**config.mk**
```make
export PLATFORM = sky130hd
export DESIGN_NAME = regfile_write_arbiter
export DESIGN_NICKNAME = d
export VERILOG_FILES = /design/src/rtl/regfile_write_arbiter.sv
export SDC_FILE = /design/constraint.sdc
export NUM_CORES = 1
export LEC_CHECK = 0
export CORE_UTILIZATION = 51
export CTS_CLUSTER_DIAMETER = 40
export DETAILED_ROUTE_END_ITERATION = 10
export PLACE_DENSITY = 0.85
export SETUP_SLACK_MARGIN = 0.02
export SLEW_MARGIN = 0
export SYNTH_ARGS = -nofsm -noshare
export SYNTH_HDL_FRONTEND = slang
export SYNTH_SLANG_ARGS = --single-unit
```
**constraint.sdc**
```tcl
create_clock -name clk -period 2.9 [get_ports clk]
set_input_delay 0.58 -clock clk [delete_from_list [all_inputs] [get_ports clk]]
set_output_delay 0.58 -clock clk [all_outputs]
set_load 0.05 [all_outputs]
```
**src/rtl/regfile_write_arbiter.sv**
```systemverilog
// rtl/regfile_write_arbiter.sv - merges mem and ALU writebacks into one in-order register-file write port
module regfile_write_arbiter #(
    parameter int DEPTH = 4,
    parameter int AW    = 3,
    parameter int DW    = 16
) (
    input  logic          clk,
    input  logic          reset_n,
    input  logic          flush,
    input  logic          mem_req,
    input  logic [AW-1:0] mem_addr,
    input  logic [DW-1:0] mem_data,
    input  logic          alu_req,
    input  logic [AW-1:0] alu_addr,
    input  logic [DW-1:0] alu_data,
    output logic          in_ready,
    output logic          stall,
    output logic          reg_write,
    output logic [AW-1:0] write_addr,
    output logic [DW-1:0] write_data,
    output logic [7:0]    pending_mask
);

    localparam int PW = $clog2(DEPTH);
    localparam int CW = $clog2(DEPTH + 1);

    logic [AW-1:0] r_addr_q [DEPTH];
    logic [DW-1:0] r_data_q [DEPTH];
    logic [PW-1:0] r_rd_ptr;
    logic [PW-1:0] r_wr_ptr;
    logic [CW-1:0] r_count;

    logic          w_enq_mem;
    logic          w_enq_alu;
    logic          w_deq;
    logic [1:0]    w_n_enq;
    logic [CW-1:0] w_count_next;
    logic [PW-1:0] w_wr_alu_ptr;
    logic [PW-1:0] w_wr_next;
    logic [PW-1:0] w_rd_next;
    logic [AW-1:0] w_addr_nxt [DEPTH];
    logic [7:0]    w_mask_next;

    function automatic logic [PW-1:0] ptr_add(input logic [PW-1:0] p, input int n);
        return PW'((int'(p) + n) % DEPTH);
    endfunction

    // Both ports are gated by the same registered ready, so acceptance never depends on the other port.
    assign w_enq_mem    = mem_req & in_ready;
    assign w_enq_alu    = alu_req & in_ready;
    assign w_deq        = (r_count != '0);
    assign w_n_enq      = {1'b0, w_enq_mem} + {1'b0, w_enq_alu};
    assign w_count_next = r_count + CW'(w_n_enq) - CW'(w_deq);
    assign w_wr_alu_ptr = ptr_add(r_wr_ptr, int'(w_enq_mem));
    assign w_wr_next    = ptr_add(r_wr_ptr, int'(w_n_enq));
    assign w_rd_next    = ptr_add(r_rd_ptr, int'(w_deq));
    assign stall        = ~in_ready;

    // Queue addresses as they will look after this edge, used to build the next pending mask.
    always_comb begin
        w_addr_nxt = r_addr_q;
        if (w_enq_mem) w_addr_nxt[r_wr_ptr] = mem_addr;
        if (w_enq_alu) w_addr_nxt[w_wr_alu_ptr] = alu_addr;
    end

    always_comb begin
        w_mask_next = '0;
        for (int i = 0; i < DEPTH; i++) begin
            if (i < int'(w_count_next)) begin
                for (int j = 0; j < 8; j++) begin
                    if (int'(w_addr_nxt[ptr_add(w_rd_next, i)]) == j) w_mask_next[j] = 1'b1;
                end
            end
        end
    end

    always_ff @(posedge clk or negedge reset_n) begin
        if (!reset_n) begin
            for (int i = 0; i < DEPTH; i++) begin
                r_addr_q[i] <= '0;
                r_data_q[i] <= '0;
            end
            r_rd_ptr     <= '0;
            r_wr_ptr     <= '0;
            r_count      <= '0;
            reg_write    <= 1'b0;
            write_addr   <= '0;
            write_data   <= '0;
            pending_mask <= '0;
            in_ready     <= 1'b1;
        end else if (flush) begin
            r_rd_ptr     <= '0;
            r_wr_ptr     <= '0;
            r_count      <= '0;
            reg_write    <= 1'b0;
            write_addr   <= '0;
            write_data   <= '0;
            pending_mask <= '0;
            in_ready     <= 1'b1;
        end else begin
            if (w_enq_mem) begin
                r_addr_q[r_wr_ptr] <= mem_addr;
                r_data_q[r_wr_ptr] <= mem_data;
            end
            if (w_enq_alu) begin
                r_addr_q[w_wr_alu_ptr] <= alu_addr;
                r_data_q[w_wr_alu_ptr] <= alu_data;
            end
            if (w_deq) begin
                reg_write  <= 1'b1;
                write_addr <= r_addr_q[r_rd_ptr];
                write_data <= r_data_q[r_rd_ptr];
            end else begin
                reg_write  <= 1'b0;
            end
            r_rd_ptr     <= w_rd_next;
            r_wr_ptr     <= w_wr_next;
            r_count      <= w_count_next;
            pending_mask <= w_mask_next;
            in_ready     <= (w_count_next <= CW'(DEPTH - 2));
        end
    end

endmodule
```
-- Word-level counts from Yosys, hierarchy flattened
Index checks and enable logic that the tools add are counted.
- bitwise logic cells: 10
- reduce and logical (&&, ||, !) cells: 8
- divide/modulo/power cells: 0
- $add $sub $neg: 9
- eq/ne operators: 28
- multiply operators: 0
- shift operators: 0
- order comparisons: 14
- mux-type cells: 85
- operator list (kind ; count):
    64-bit two-way mux ; 3
    64-bit bitwise mux ; 2
    16-bit two-way mux ; 6
    16-bit demux with 2-bit select ; 2
    3-bit == test (second input constant) ; 16
    12-bit two-way mux ; 4
    3-bit two-way mux ; 15
    8-bit two-way mux ; 5
    12-bit bitwise mux ; 3
    1-bit two-way mux ; 35
    16-bit binary-select mux with 2-bit select ; 1
    3-bit binary-select mux with 2-bit select ; 5
    3-bit by 2-bit == test with 1-bit output (second input constant) ; 8
    3-bit greater-or-equal comparator (second input constant) ; 7
    2-bit inverter with 3-bit output ; 7
    3-bit demux with 2-bit select ; 2
    3-bit by 1-bit == test with 1-bit output (second input constant) ; 4
    3-bit zero test ; 4
    1-bit by 3-bit < comparator with 1-bit output (first input constant) ; 2
    2-bit by 3-bit < comparator with 1-bit output (first input constant) ; 2
    3-bit by 1-bit < comparator with 1-bit output (second input constant) ; 2
    2-bit by 1-bit adder with 2-bit output ; 2
    2-bit adder (second input constant) ; 2
    2-bit two-way mux ; 2
    11 further kinds ; 13
- bits of input ports: 43
- memory bits (writable): 0
- output and inout bits: 30
- ROM bits: 0
- bits in registers: 112
- word-level logic and storage cells: 170
- memories: 0
- latch bits: 0

-- Depth between registers and ports, before layout
- depth in word-level cells: 22
- gate-level depth with buffers: 13
- gate-level depth less buffers: 11

-- Worst setup path after synthesis
OpenSTA, ideal clock, no wires.
- kind: register to register
- start: reg in_ready
- end: reg pending_mask[3]
- stages on the path, launching flop included: 14
- slack: -677 ps
- library setup time: 88 ps
- required time: 2812 ps
- clock period less this slack: 3577 ps
- path buffers: 2
- arrival time: 3489 ps
- cell sequence: dfstp_2 > buf_2 > inv_1 > nor2_1 > xnor2_1 > ha_1 > inv_1 > fa_1 > xor2_1 > xnor2_1 > clkbuf_1 > a21o_1 > or4bb_1 > a41oi_1
- word-level cells in the longest chain between the ends: 22
- elaborated cells between the ends (all ways): 44
- classes of those cells: add/sub (4); order compare (6); eq/ne (4); mux (26); bitwise (3); reduce/logical (1)
- ends and longest elaborated chain (item ; line ; text):
    from (decl) ; 16 ; output logic in_ready,
    from (signal assigned) ; 120 ; in_ready <= (w_count_next <= CW'(DEPTH - 2));
    1-bit AND ; 49 ; assign w_enq_mem = mem_req & in_ready;
    2-bit by 1-bit adder with 2-bit output ; 45 ; return PW'((int'(p) + n) % DEPTH);
    2-bit inverter with 3-bit output (not written as such) ; 63 ; if (w_enq_alu) w_addr_nxt[w_wr_alu_ptr] = alu_addr;
    3-bit greater-or-equal comparator (not written as such) or 3-bit by 1-bit < comparator with 1-bit output (tied branches) ; 63 ;
    1-bit logical AND (not written as such) ; 63 ;
    3-bit two-way mux (not written as such) ; 63 ;
    3-bit demux with 2-bit select ; 63 ;
    12-bit bitwise mux ; 63 ;
    [... 6 more ...] ; -- ;
    8-bit two-way mux ; 69 ; if (i < int'(w_count_next)) begin
    1-bit two-way mux ; 71 ; if (int'(w_addr_nxt[ptr_add(w_rd_next, i)]) == j) w_mask_next[j] = 1'b1;
    8-bit two-way mux ; 69 ;
    1-bit two-way mux ; 71 ;
    8-bit two-way mux ; 69 ;
    1-bit two-way mux ; 71 ;
    8-bit two-way mux (*) ; 69 ;
    8-bit two-way mux (*) ; 91 ; end else if (flush) begin
    to (signal assigned) ; 119 ; pending_mask <= w_mask_next;
    to (decl) ; 21 ; output logic [7:0] pending_mask
Every way passes the cells marked *; elsewhere a longest branch is shown, timed or not. The select of a mux whose other input is x is not followed.
A chain may end at the register's enable or synchronous reset.

-- Final worst setup path
- start: reg in_ready
- end: reg pending_mask[7]
- word-level cells in the longest chain between the ends: 22
- elaborated cells between the ends (all ways): 44
- classes of those cells: add/sub (4); order compare (6); eq/ne (4); mux (26); bitwise (3); reduce/logical (1)
- ends and longest elaborated chain (item ; line):
    1-bit AND ; 49
    2-bit by 1-bit adder with 2-bit output ; 45
    2-bit inverter with 3-bit output (not written as such) ; 63
    3-bit greater-or-equal comparator (not written as such) or 3-bit by 1-bit < comparator with 1-bit output (tied branches) ; 63
    1-bit logical AND (not written as such) ; 63
    3-bit two-way mux (not written as such) ; 63
    3-bit demux with 2-bit select ; 63
    12-bit bitwise mux ; 63
    [... 6 more ...] ; --
    8-bit two-way mux ; 69
    1-bit two-way mux ; 71
    8-bit two-way mux ; 69
    1-bit two-way mux ; 71
    8-bit two-way mux ; 69
    1-bit two-way mux ; 71
    8-bit two-way mux (*) ; 69
    8-bit two-way mux (*) ; 91
Marked as above.

==> out/qor.txt <==
WL final: 18800 um
Clock slew at reported path FFs: 80 ps
Max VDD drop: 0.000691 V
Crit path top cell by count: xnor2_2
Post-Synthesis Cells: 571
Net count after synthesis: 620
Total Power: 0.0112 W
Final std cells w/o fill: 863
Cells along the critical path: buf_6 > clkinvlp_4 > nor2_4 > xnor2_2 > ha_2 > inv_2 > fa_2 > xor2_2 > xnor2_2 > buf_4 > a21o_1 > or4b_4 > a41oi_2
Global-route wire length before repair: 30300 um
Per-cell routed wire length: 21.8 um
Num CTS Buffers: 9
CTS sink count: 112
Sequential cell area fraction in the yosys report: 44.0%
Full die area: 12900 um^2
Synth top area cells: dfrtp_1, mux4_2, o22a_1
Fillers: 871
Final instance area: 8230 um^2
Final-report hold violation count: 0
ANT cells: 0
Cell Area, Placed: 7790 um^2
Max Root-Sink Buffers: 2
Layout cells sized above 1: 26.0%
Initial antenna violation count: 0
# port buffers: 72
Final Skew: 6.85 ps
Status: finished, violations left
Dpl ws: -695 ps
Worst Path Max Fanout: 5
CTS H-tree lvls: 3
Grt ovf: 0
FMAX: 334 MHz
Worst path bufs/invs: 4
Nets: 739
Slew Limit Fails: 0
Distinct cells, synth: 39
Worst Tran Pin Value: 607 ps
Area leader, netlist: dfrtp_1
Core Region: 12100 um^2
Crit Path Class: reg2reg
Number of global-route vias before repair: 5782
CP delay by family, top: simple AND/OR/NAND/NOR gates
Top-Level Pins: 73
Worst-path cell with the longest stage delay: dfstp_2
Rows: 40
Syn_area_per_cell: 11.2 um^2
Rel. slew slack: 59.5%
Register bit total from synthesis: 112
Largest net degree at the start of global routing: 73
Top_reg_cell synth: dfrtp_1
Synthesized cell area: 6370 um^2
Initial DRC count: 575
Initial core utilization: 52.6%
Fin crit period: 2990 ps
Post-route worst setup slack: -90.2 ps
Crit path capture type: register
Worst path required time: 3190 ps
CTS tree: built
Chip Width: 114 um
Total GRT Usage: 31.1%
# DRC: 0
Vias/cell: 6.50
Inst Count DP: 841
Unrepaired setup endpoints after global routing: yes
Pwr Density: 1360 nW/um^2
Clk Latency, worst-skew pair: 370 ps
Tcrit/Tclk final: 103%
Critical path's largest stage delay: 550 ps
Die H: 114 um
Post-route ant nets: 0
CP Launch Type: register
# setup viols final: 5
Violated checks: negative setup slack
P&R area growth vs syn: 29.1%
Max-cap violations: 0
Ys Warns: 0
CTS root buf: clkbuf_16
Hold Crit Class: in2async
Leakage: 3.28 nW
Final TNS setup: -274 ps
HPWL Detailed: 13400 um
Routed vias: 5611
Post-synth EDFFs: 0
Critical path arrival: 3280 ps
Share of flip-flops with an asynchronous set or reset: 100%
DR pass1 iterations: 7
Placer's final routability congestion estimate: 0.919
Post-synth top area share: 43.6%
==> layout make-up <==
cell class	count	area, um^2	share of cell area [%]
Clock buffer	10	229	2.78
Inverter	5	22.5	0.274
Timing Repair Buffer	159	1400	17.0
Multi-Input combinational cell	403	3520	42.8
Clock inverter	6	45.0	0.547
Tap cell	168	210	2.55
Sequential cell	112	2800	34.1
==> logic make-up after synthesis <==
logic type                 share of synthesized area (%)
AOI/OAI and AO/OA                                   19.1
and+or+nand+nor                                     11.4
DFF                                                 44.0
muxes                                               19.2
buffers and inverters                               3.51
xor gates and xnor gates                            1.49
adders and majority gates                           1.30
==> placed cells by master, fill, tap and decap left out, drive strengths merged, types with 10 or more instances in the layout <==
cell type,n
mux2,24
o22a,64
nand2,83
mux2i,12
dfrtp,111
a22oi,32
o21ai,45
nand4,21
clkbuf,10
a21oi,21
mux4,37
buf,89
clkdlybuf4s50,68
==> flip-flops by register name, summed over array words and instances, names as in the netlist <==
| signal | count |
|---|---|
| write_data | 16 |
| r_count | 3 |
| write_addr | 3 |
| r_data_q | 64 |
| r_addr_q | 12 |
| r_rd_ptr | 2 |
| in_ready | 1 |
| pending_mask | 8 |
| r_wr_ptr | 2 |
| reg_write | 1 |
==> per-stage QoR <==
| stage | utilization [%] | hold WS [ps] |
|---|---|---|
| finish | 67.9 | 190 |
| CTS | 67.6 | 210 |
| floorplan | - | 284 |
| global placement | 64.4 | 456 |
| global route | 67.9 | 227 |
| detailed placement | 64.4 | 469 |
==> cells in the mapped netlist (all sizes together) (7+ instances only) <==
master  instances
mux2           24
nand4          21
nor2            9
a41oi           8
buf             8
clkbuf         43
o22a           64
a21oi          21
a22oi          32
dfrtp         111
xnor2           7
nand4b          8
mux4           37
nand2          83
o21ai          45
mux2i          12
==> power by group <==
part           switching, W  total [W]  internal [W]
Clock              0.000590    0.00118      0.000588
Sequential         0.000451    0.00275       0.00229
Combinational       0.00384    0.00729       0.00345
==> final timing paths <==
check                                         start                   endpoint  slack (ps)  cells past startpoint
min                                         reset_n   r_data_q[39]$_DFFE_PN0N_         190                      1
min reg2reg                r_data_q[62]$_DFFE_PN0N_   r_data_q[62]$_DFFE_PN0N_         480                      2
max                              in_ready$_DFF_PN1_  pending_mask[7]$_DFF_PN0_         -90                     13
min in group clk           r_data_q[62]$_DFFE_PN0N_   r_data_q[62]$_DFFE_PN0N_         480                      2
max reg2reg                      in_ready$_DFF_PN1_  pending_mask[7]$_DFF_PN0_         -90                     13
max in group asynchronous                   reset_n         in_ready$_DFF_PN1_        1910                      2
==> routing by layer <==
layer / vias to the layer above / part of all wire (%) / GRT usage (%)
li1: 2428 / - / -
met4: 0 / 2.7 / 12.2
met2: 322 / 49 / 50.1
met1: 2810 / 40 / 41.3
met5: - / 0 / 0
met3: 51 / 8.0 / 7.07
==> worst register-to-register path, delay by kind of cell (launching register included) <==
family	cells	cell delay (ps)
AOI/OAI and AO/OA	2	290
DFF	1	550
and+or+nand+nor	2	590
buffers and inverters	4	420
xor gates and xnor gates	3	500
adders and majority gates	2	560
==> repair_timing <==
action	in CTS	in global routing
gates resized for setup	19	4
endpoints found under the hold margin	0	0
pin swaps	4	3
buffers inserted	5	1
endpoints found under the setup margin	8	8
hold buffers	0	0
(Power assumes the default switching activity.)
